### config.mk
export PLATFORM = sky130hd
export DESIGN_NAME = microsequencer
export DESIGN_NICKNAME = d
export VERILOG_FILES = /design/src/rtl/microsequencer.sv
export SDC_FILE = /design/constraint.sdc
export NUM_CORES = 1
export LEC_CHECK = 0
export ABC_AREA = 1
export BUFFER_PORTS_ARGS = -buffer_cell sky130_fd_sc_hd__buf_2
export CAP_MARGIN = 20
export CORE_MARGIN = 8
export CORE_UTILIZATION = 50
export CTS_CLUSTER_DIAMETER = 40
export DETAILED_ROUTE_END_ITERATION = 16
export GPL_ROUTABILITY_DRIVEN = 0
export PLACE_DENSITY = 0.82
export SLEW_MARGIN = 10
export SYNTH_ARGS = -nofsm -noshare
export SYNTH_HDL_FRONTEND = slang
export SYNTH_SLANG_ARGS = --single-unit
### constraint.sdc
create_clock -name clk -period 2.1 [get_ports clk]
set_input_delay 0.42 -clock clk [delete_from_list [all_inputs] [get_ports clk]]
set_output_delay 0.42 -clock clk [all_outputs]
set_load 0.02 [all_outputs]
### src/rtl/microsequencer.sv
// Microprogram next-state controller: picks the next ROM address and
// keeps a small return stack for microsubroutines.
module microsequencer #(
  parameter int AW          = 8,
  parameter int STACK_DEPTH = 4,
  parameter int RESET_ST    = 0,
  parameter int FETCH_ST    = 1
) (
  input  logic          clk,
  input  logic          rst_n,
  input  logic [2:0]    n,
  input  logic          inv,
  input  logic          mi,
  input  logic [2:0]    s,
  input  logic [AW-1:0] cr,
  input  logic [AW-1:0] enc_addr,
  input  logic [7:0]    cond,
  input  logic          moc,
  output logic [AW-1:0] state,
  output logic          hold,
  output logic          stack_err
);

  localparam int IW = $clog2(STACK_DEPTH);
  localparam int SW = $clog2(STACK_DEPTH + 1);
  localparam logic [SW-1:0] FULL = SW'(STACK_DEPTH);

  typedef enum logic [2:0] {
    N_DISP  = 3'b000,
    N_FETCH = 3'b001,
    N_JUMP  = 3'b010,
    N_CBR   = 3'b011,
    N_WAIT  = 3'b100,
    N_CALL  = 3'b101,
    N_RET   = 3'b110,
    N_CDISP = 3'b111
  } ntype_t;

  ntype_t        nt;
  logic          c;
  logic          stall;
  logic [AW-1:0] inc;
  logic [AW-1:0] nxt;
  logic [SW-1:0] sp;
  logic [IW-1:0] wr_idx;
  logic [IW-1:0] rd_idx;
  logic [AW-1:0] top;
  logic          empty;
  logic          full;
  logic          push;
  logic          pop;
  logic          err_set;
  logic          whold;

  logic [AW-1:0] stk [STACK_DEPTH];

  assign nt     = ntype_t'(n);
  assign c      = cond[s] ^ inv;
  assign stall  = mi & ~moc;
  assign inc    = state + AW'(1);
  assign empty  = (sp == '0);
  assign full   = (sp == FULL);
  assign wr_idx = sp[IW-1:0];
  // When full, sp[IW-1:0] wraps to 0, so subtracting 1 still lands on the top
  assign rd_idx = sp[IW-1:0] - IW'(1);
  assign top    = stk[rd_idx];

  always_comb begin
    nxt     = state;
    push    = 1'b0;
    pop     = 1'b0;
    err_set = 1'b0;
    whold   = 1'b0;
    if (!stall) begin
      unique case (nt)
        N_DISP:  nxt = enc_addr;
        N_FETCH: nxt = AW'(FETCH_ST);
        N_JUMP:  nxt = cr;
        N_CBR:   nxt = c ? cr : inc;
        N_WAIT: begin
          whold = c;
          nxt   = c ? state : inc;
        end
        N_CALL: begin
          nxt = cr;
          if (full) err_set = 1'b1;
          else      push    = 1'b1;
        end
        N_RET: begin
          if (empty) begin
            nxt     = AW'(FETCH_ST);
            err_set = 1'b1;
          end else begin
            nxt = top;
            pop = 1'b1;
          end
        end
        N_CDISP: nxt = c ? enc_addr : cr;
      endcase
    end
  end

  assign hold = rst_n & (stall | whold);

  always_ff @(posedge clk) begin
    if (!rst_n) begin
      state     <= AW'(RESET_ST);
      sp        <= '0;
      stack_err <= 1'b0;
    end else begin
      state <= nxt;
      if (push)     sp <= sp + SW'(1);
      else if (pop) sp <= sp - SW'(1);
      if (err_set)  stack_err <= 1'b1;
    end
  end

  always_ff @(posedge clk) begin
    if (rst_n && push) stk[wr_idx] <= inc;
  end

endmodule
* Yosys cells after proc, flatten, opt, wreduce, memory -nomap -nowiden
Memory sizes are Yosys's and may differ from the RTL's.
Cells that the tools add are included.
** Storage, ports and cells
- Bits in registers :: 12
- Memories :: 1
- Bits of input ports :: 35
- Output and inout bits :: 10
- Bits in writable memories :: 32
- Word-level logic and storage cells :: 53
** Memory list
- stk :: depth 4, width 8, read ports 1, clocked after Yosys merged registers in 0, wr ports 1, RTL line 55 : logic [AW-1:0] stk [STACK_DEPTH];
** Operators by class
- Bitwise gates (word level) :: 6
- Order comparisons :: 1
- Reduce and logical (&&, ||, !) cells :: 6
- Multiplexer cells :: 23
- Add/sub/neg operators :: 4
- Eq/ne operators :: 9
** Operators by type and width (number)
- one-hot mux 8 bit (7 select lines) :: 1
- two-way mux 8 bit :: 4
- equality test 3 bit, second input constant :: 5
- two-way mux 1 bit :: 14
- adder 8 x 1 -> 8 bit, second input constant :: 1
- equality test 3 x 2 -> 1 bit, second input constant :: 2
- logical NOT 3 bit :: 2
- two-way mux 3 bit :: 2
- less-than comparator 3 x 4 -> 1 bit, second input constant :: 1
- adder 3 x 1 -> 3 bit, second input constant :: 1
- binary-select mux 1 bit (select 3 bit) :: 1
- equality test 3 x 1 -> 1 bit, second input constant :: 1
- subtractor 3 x 1 -> 3 bit, second input constant :: 1
- bitwise AND 1 bit :: 2
- inequality test 2 bit, second input constant :: 1
- NOT 1 bit :: 2
- one-hot mux 1 bit (2 select lines) :: 1
- AND reduction 2 bit :: 1
- nonzero test 2 bit :: 1
- OR reduction 2 bit :: 1
- subtractor 2 x 1 -> 2 bit, second input constant :: 1
- logical AND 1 bit :: 1
- bitwise OR 1 bit :: 1
- XOR 1 bit :: 1

* Logic depth before layout (Yosys ltp)
Gate-level depths: netlist (run 1).
- Depth in word-level cells :: 7
- Depth in mapped cells :: 15
- Gate-level depth less buffers :: 13

* Worst setup path before layout (run 1)
OpenSTA, ideal clock, no wires.
- Path type :: register -> register
- Start :: reg sp[0]
- End :: mem stk[1][0] (enable)
- Cell stages (with the launch flop) :: 10
- Data required time :: 1.729 ns
- Library setup time :: 0.371 ns
- Arrival :: 1.788 ns
- Path buffers :: 2
- Slack :: -0.059 ns
- Path through :: dfxtp_1 buf_2 inv_1 buf_2 ha_1 nand2_1 nand3_1 clkinv_1 nand2_1 nor2_1
** Between the ends
- Cells in the longest elaborated chain, start to end :: 7
** RTL lines
- start, declared :: RTL line 44 : logic [SW-1:0] sp;
- start signal, assigned :: RTL line 112 : if (push) sp <= sp + SW'(1);
- start signal, assigned :: RTL line 113 : else if (pop) sp <= sp - SW'(1);
- equality test 3 bit :: RTL line 62 : assign full = (sp == FULL);
- two-way mux 1 bit :: RTL line 86 : if (full) err_set = 1'b1;
- two-way mux 1 bit :: RTL line 75 : unique case (nt)
- two-way mux 1 bit :: RTL line 74 : if (!stall) begin
- logical AND 1 bit :: RTL line 119 : if (rst_n && push) stk[wr_idx] <= inc;
- two-way mux 1 bit :: RTL line 119
- two-way mux 1 bit (implied by the code) :: RTL line 119
- end, declared :: RTL line 55
Parallel ways exist; a longest one is shown, timed or not.

* Final worst setup path (run 1)
- Start :: in s[0]
- End :: out hold
** Between the ends
- Cells in the longest elaborated chain, start to end :: 7
** RTL lines
- start, declared :: RTL line 14 : input logic [2:0] s,
- binary-select mux 1 bit (select 3 bit) :: RTL line 58 : assign c = cond[s] ^ inv;
- two-way mux 1 bit (implied by the code) :: RTL line 58
- XOR 1 bit :: RTL line 58
- two-way mux 1 bit :: RTL line 75
- two-way mux 1 bit :: RTL line 74
- bitwise OR 1 bit :: RTL line 103 : assign hold = rst_n & (stall | whold);
- bitwise AND 1 bit :: RTL line 103
- end, declared :: RTL line 20 : output logic hold,
No other way between the ends. The select of a mux whose other input is x is not followed.

==> results.py, run 1 <==
metrics = {
    "clock_tree": {
        "cts-root-buf": "clkbuf_8",
        "clock_path_buffers": 2,
        "cts_tree": "yes",
        "worstSkewPairLatency_ns": 0.30,
        "cts_resized": 0,
        "postCtsSetupBuffers": 0,
        "cts.sinks": 44,
        "cts.reportedPaths.clkPinSlew_ns": 0.09,
        "cts_buffers": 5,
        "htreeDepth": 2,
        "cts_hold_buf": 0,
    },
    "cells_and_area": {
        "fillers": 409,
        "n_antenna_cell": 0,
        "layout_commonest_cell": "nand2_1",
        "layout.nets": 407,
        "area_growth_pct": 18.7,
        "final_cells": 434,
        "drive_gt1_frac": 0.232,
        "mostFrequentLayoutCells": "81 x nand2_1, 44 x buf_2, 43 x nor2_1",
    },
    "global_route": {
        "grt_max_degree": 22,
        "grt_antenna_before_repair": 0,
        "grt_pass1_wl_mm": 9.73,
        "gr-total-overflow": 0,
        "track_usage": 0.162,
        "grt_pass1_vias": 2234,
    },
    "route": {
        "ant_nets": 0,
        "first_pass_iters": 4,
        "drtIter0Drc": 107,
        "vias_per_cell": 5.06,
        "wl_per_cell_um": 13.0,
        "vias": 2197,
        "drc_errors": 0,
        "wirelength_mm": 5.64,
    },
    "synth": {
        "synth_xor_area_frac": 0.0176,
        "syn_nets": 351,
        "synth_adder_area_share": 0.0331,
        "yosys.area_share.simple": 0.291,
        "synthTopCellsByArea": "edfxtp_1 39%, nand2_1 12%, dfxtp_1 9.6%",
        "synth_compound_area_frac": 0.100,
        "synth_top_family_by_area": "simple AND/OR/NAND/NOR gates",
        "yosys.area.top_type_share": 0.385,
        "synth_area_um2": 2490,
        "ys_warn_count": 0,
        "synth_top_area_cell": "edfxtp_1",
        "muxShareOfSynthArea": 0,
        "yosysUniqueCellTypes": 31,
        "ys_seq_area_frac": 0.481,
        "ys_seq_elements": 44,
        "syn_avg_cell_area_um2": 8.05,
        "syn_inst": 310,
    },
    "worst_setup_path": {
        "reg2regPathDepth": 9,
        "ff2ff_setup_slack_ns": 0.19,
        "endpoint_kind": "primary output",
        "cp_max_fo": 8,
        "cp_top_family": "simple AND/OR/NAND/NOR gates",
        "cp_cell_sequence": "buf_2, inv_2, nand2_1, nand3_1, nand3_2, nand3_2, nand2_4, o21ai_4, inv_4, nor2_1, buf_2",
        "r2r_end": "sp[2]$_SDFFE_PN0P_",
        "worst_ep_required_time_ns": 1.68,
        "critical_path.slowest_cell": "buf_2",
        "r2r-start": "sp[1]$_SDFFE_PN0P_",
        "path_buf_inv": 4,
        "critPathLaunchType": "input port",
        "criticalPathCategory": "input port to primary output",
        "slowest_delay_ns": 0.17,
        "cp.arrival_ns": 1.55,
    },
    "placement": {
        "hpwl_mm": 4.24,
        "io_buffers": 44,
        "placed_cells": 426,
        "pre_cts_slack_ns": 0.0597,
    },
    "pwr": {
        "powerDensity_nw_per_um2": 693,
        "power_switching_share": 0.285,
        "power_frac_seq": 0.483,
        "clkPwrFrac": 0.323,
        "power.leakage_nw": 1.37,
        "finalPower_mw": 2.05,
        "p_int_mw": 1.47,
        "pwr-share-comb": 0.193,
        "switchingPower_uw": 585,
        "worst_ir_drop_vdd_uv": 536,
    },
    "sta": {
        "timing.fmax_mhz": 508,
        "slew_violations": 0,
        "skew_ns": 0.00840,
        "setup_viol": 0,
        "max-slew-margin-rel": 0.689,
        "hold_viol_final": 0,
        "tightest_slew_ns": 0.464,
        "min_period_ns": 1.97,
        "fin_tns_setup_ns": 0,
        "fin_crit_sh": 0.938,
        "rsz0062_at_grt": "no",
        "fin_ws_ns": 0.131,
    },
    "worst_hold_path": {
        "hold_class": "input port to register",
        "hp-start": "cr[6]",
        "holdPathStages": 5,
        "worst_hold_path.endpoint": "state[6]$_SDFFE_PN0P_",
    },
    "die": {
        "fp.dieH_um": 86.6,
        "initial_core_util": 0.525,
        "die-area_um2": 7510,
        "row_count": 25,
        "ios": 45,
        "die_w_um": 86.6,
        "core_area_um2": 4750,
    },
    "run": {
        "max-cap-violations": 0,
    },
    "run_status": {
        "status": "finished, final reports clean",
    },
}
==> tightest hold or removal path, stage by stage <==
cell,delay [ns]
buf_2,0.08
nand2_1,0.04
nand2_1,0.05
nor2_1,0.03
nor2_1,0.06
==> area by class of cell <==
type	instances	area, um^2	area share
Sequential cell	44	1200	0.406
Multi-Input combinational cell	219	1100	0.373
Timing Repair Buffer	54	295	0.0997
Inverter	42	160	0.0541
Tap cell	67	83.8	0.0283
Clock buffer	5	68.8	0.0232
Clock inverter	3	46.3	0.0156
==> how the worst max path moves through the flow <==
stage	from	slack [ns]	to	depth (start not counted)
4_1_cts	s[0]	0.12	hold	11
3_3_place_gp	n[0]	0.15	sp[2]$_SDFFE_PN0P_	9
3_5_place_dp	n[0]	0.06	sp[2]$_SDFFE_PN0P_	9
5_1_grt	s[0]	0.009	hold	12
2_1_floorplan	sp[0]$_SDFFE_PN0P_	0.02	stk[1][0]$_DFFE_PP_	9
6_report	s[0]	0.13	hold	11
==> cell usage after synthesis <==
cell / instances
inv_1: 37
xor2_1: 4
inv_4: 1
nand3_2: 4
o21ai_2: 1
nor3_2: 2
fa_1: 1
nand2_1: 81
nand3b_2: 1
dfxtp_1: 12
nand2_4: 2
o21ai_1: 8
o21ai_4: 1
nand3_1: 22
nor2_1: 43
inv_2: 3
nor2_2: 2
nand4_1: 1
a21oi_1: 6
nor3_4: 1
xnor2_1: 1
buf_2: 3
ha_1: 5
o22ai_1: 8
buf_6: 1
buf_1: 1
clkinv_1: 1
o21ai_0: 21
edfxtp_1: 32
nor3_1: 2
nand2_2: 2
==> routing by layer <==
| metal | routed length (um) | GRT usage | vias up |
|---|---|---|---|
| li1 | - | - | 1123 |
| met1 | 2500 | 0.190 | 1001 |
| met2 | 2780 | 0.281 | 69 |
| met3 | 328 | 0.0397 | 4 |
| met4 | 32 | 0.0532 | 0 |
| met5 | 0 | 0 | - |
==> registers in the layout, indices dropped and copies added, names as in the netlist <==
name,count
stk,32
state,8
sp,3
stack_err,1
==> stage by stage <==
stage               hold WS (ns)  cell area (um^2)   util
floorplan                  0.472              2500      -
global placement           0.448              2850  0.598
detailed placement         0.451              2850  0.598
CTS                        0.397              2960  0.623
global route               0.428              2960  0.623
finish                     0.402              2960  0.623
==> kinds of logic after synthesis <==
kind of cell | count (synthesis)
compound gates | 45
fa+ha+maj | 6
xor+xnor | 5
simple gates | 163
buf+inv | 47
flops | 44
==> power groups by stage <==
stage | Sequential [mW] | Combinational [mW] | Clock, mW
final | 0.993 | 0.397 | 0.664
after global routing | 0.995 | 0.451 | 0.699
after CTS | 0.992 | 0.395 | 0.677
after detailed placement | 1.01 | 0.393 | 0
after global placement | 1.01 | 0.379 | 0
after floorplan | 1.03 | 0.237 | 0
Power figures use the tool's default switching activity.
==> run 2: changes to the inputs <==
CORE_ASPECT_RATIO = 0.9   (was default)
==> results.py, run 2 (synthesis gave the netlist of run 1 again) <==
metrics = {
    "run_status": {
        "status": "finished, final reports clean",
    },
    "worst_setup_path": {
        "r2r-start": "sp[1]$_SDFFE_PN0P_",
        "cp.arrival_ns": 1.55,
        "cp_cell_sequence": "buf_2, inv_2, nand2_1, nand3_1, nand3b_2, nand2_2, nand2_4, nand2_4, o21ai_4, inv_4, nor2_1, buf_2",
        "slowest_delay_ns": 0.16,
        "cp_max_fo": 8,
        "endpoint_kind": "primary output",
        "critPathLaunchType": "input port",
        "worst_ep_required_time_ns": 1.68,
        "critical_path.slowest_cell": "buf_2",
        "worstSetupStartpoint": "s[0]",
        "criticalPathCategory": "input port to primary output",
    },
    "clock_tree": {
        "cts.reportedPaths.clkPinSlew_ns": 0.07,
        "clock_path_buffers": 2,
        "cts-root-buf": "clkbuf_8",
        "cts.sinks": 44,
        "cts_tree": "yes",
        "worstSkewPairLatency_ns": 0.30,
        "htreeDepth": 2,
        "cts_buffers": 5,
        "cts_hold_buf": 0,
    },
    "global_route": {
        "grt_antenna_before_repair": 0,
        "grt_pass1_wl_mm": 9.69,
        "track_usage": 0.154,
        "grt_max_degree": 22,
        "grt_pass1_vias": 2195,
        "gr-total-overflow": 0,
    },
    "route": {
        "first_pass_iters": 4,
        "drc_errors": 0,
        "drtIter0Drc": 113,
        "wirelength_mm": 5.59,
        "wl_per_cell_um": 12.9,
        "vias": 2154,
        "ant_nets": 0,
        "vias_per_cell": 4.99,
    },
    "cells_and_area": {
        "largestRegisters": "stk: 32 flops, state: 8 flops, sp: 3 flops",
        "drive_gt1_frac": 0.226,
        "n_antenna_cell": 0,
        "layout.nets": 407,
        "largest-register": "stk",
        "mostFrequentLayoutCells": "81 x nand2_1, 44 x buf_2, 43 x nor2_1",
        "largest_reg_flops": 32,
        "area_growth_pct": 17.4,
        "fillers": 433,
        "layout_commonest_cell": "nand2_1",
    },
    "sta": {
        "rsz0062_at_grt": "no",
        "min_period_ns": 1.97,
        "setup_viol": 0,
        "slew_violations": 0,
        "max-slew-margin-rel": 0.691,
        "fin_crit_sh": 0.937,
        "timing.fmax_mhz": 508,
        "fin_tns_setup_ns": 0,
        "hold_ws_ns": 0.424,
        "hold_viol_final": 0,
        "skew_ns": 0.0101,
        "tightest_slew_ns": 0.461,
    },
    "worst_hold_path": {
        "hold_class": "input port to register",
        "hp-start": "cr[4]",
    },
    "die": {
        "core_area_um2": 4830,
        "fp.dieH_um": 83.0,
        "die-area_um2": 7510,
        "ios": 45,
        "die_w_um": 90.5,
        "row_count": 24,
        "initial_core_util": 0.516,
    },
    "run": {
        "max-cap-violations": 0,
    },
    "placement": {
        "hpwl_mm": 4.24,
        "io_buffers": 44,
    },
    "pwr": {
        "power.leakage_nw": 1.35,
        "powerDensity_nw_per_um2": 648,
        "worst_ir_drop_vdd_uv": 511,
    },
}
[run 2: changes by cell type in the layout (fill, tap and decap cells not counted)]
cell | previous run | this run
clkinv_2 | 0 | 1
bufinv_16 | 1 | 0
inv_2 | 4 | 3
clkbuf_1 | 0 | 1
inv_6 | 1 | 0
inv_1 | 36 | 37
[run 2: critical path: cells and delay by family]
| family | cells | cell delay (ns) |
|---|---|---|
| compound gates | 1 | 0.15 |
| buf+inv | 4 | 0.39 |
| simple gates | 7 | 0.58 |
[run 2: final timing paths]
kind,to,slack (ns),cells past startpoint
setup / recovery,hold,0.13,12
hold / removal,state[4]$_SDFFE_PN0P_,0.42,5
setup reg to reg,sp[2]$_SDFFE_PN0P_,0.19,9
hold reg to reg,stack_err$_SDFFE_PN0P_,0.48,2
[run 2: layer usage]
metal,track usage,share of wire,vias to the layer above
li1,-,-,1121
met1,0.189,0.45,979
met2,0.264,0.49,48
met3,0.0306,0.052,6
met4,0.0468,0.0098,0
met5,0,0,-
[run 2: layout make-up]
class / instances / area (um^2) / area share
clock buffers: 6 / 72.6 / 0.0248
clock inverters: 2 / 12.5 / 0.00427
inverters: 42 / 160 / 0.0547
multi-input cells: 219 / 1100 / 0.377
flip-flops and latches: 44 / 1200 / 0.411
well taps: 65 / 81.3 / 0.0278
repair buffers: 54 / 295 / 0.101
[run 2: what timing repair did]
item | CTS | global route
resized for setup | 0 | 1
setup buffers | 0 | 0
endpoints found under the setup margin | 0 | 5
[run 2: where the power goes]
| group | internal, mW | leakage (nW) | switching (mW) |
|---|---|---|---|
| combinational | 0.138 | 0.924 | 0.251 |
| sequential | 0.970 | 0.390 | 0.0245 |
| clock | 0.233 | 0.0412 | 0.281 |
| total | 1.34 | 1.35 | 0.556 |
[run 2: stage by stage]
step           std cells  total power [mW]  worst slack [ns]  area (um^2)   util
3_3_place_gp         424              1.39             0.166         2840  0.588
3_5_place_dp         424              1.40            0.0247         2840  0.588
2_1_floorplan        310              1.27            0.0249         2500      -
6_report             432              1.90             0.133         2930  0.606
4_1_cts              432              1.91             0.116         2930  0.606
5_1_grt              432              2.00           0.00988         2930  0.606
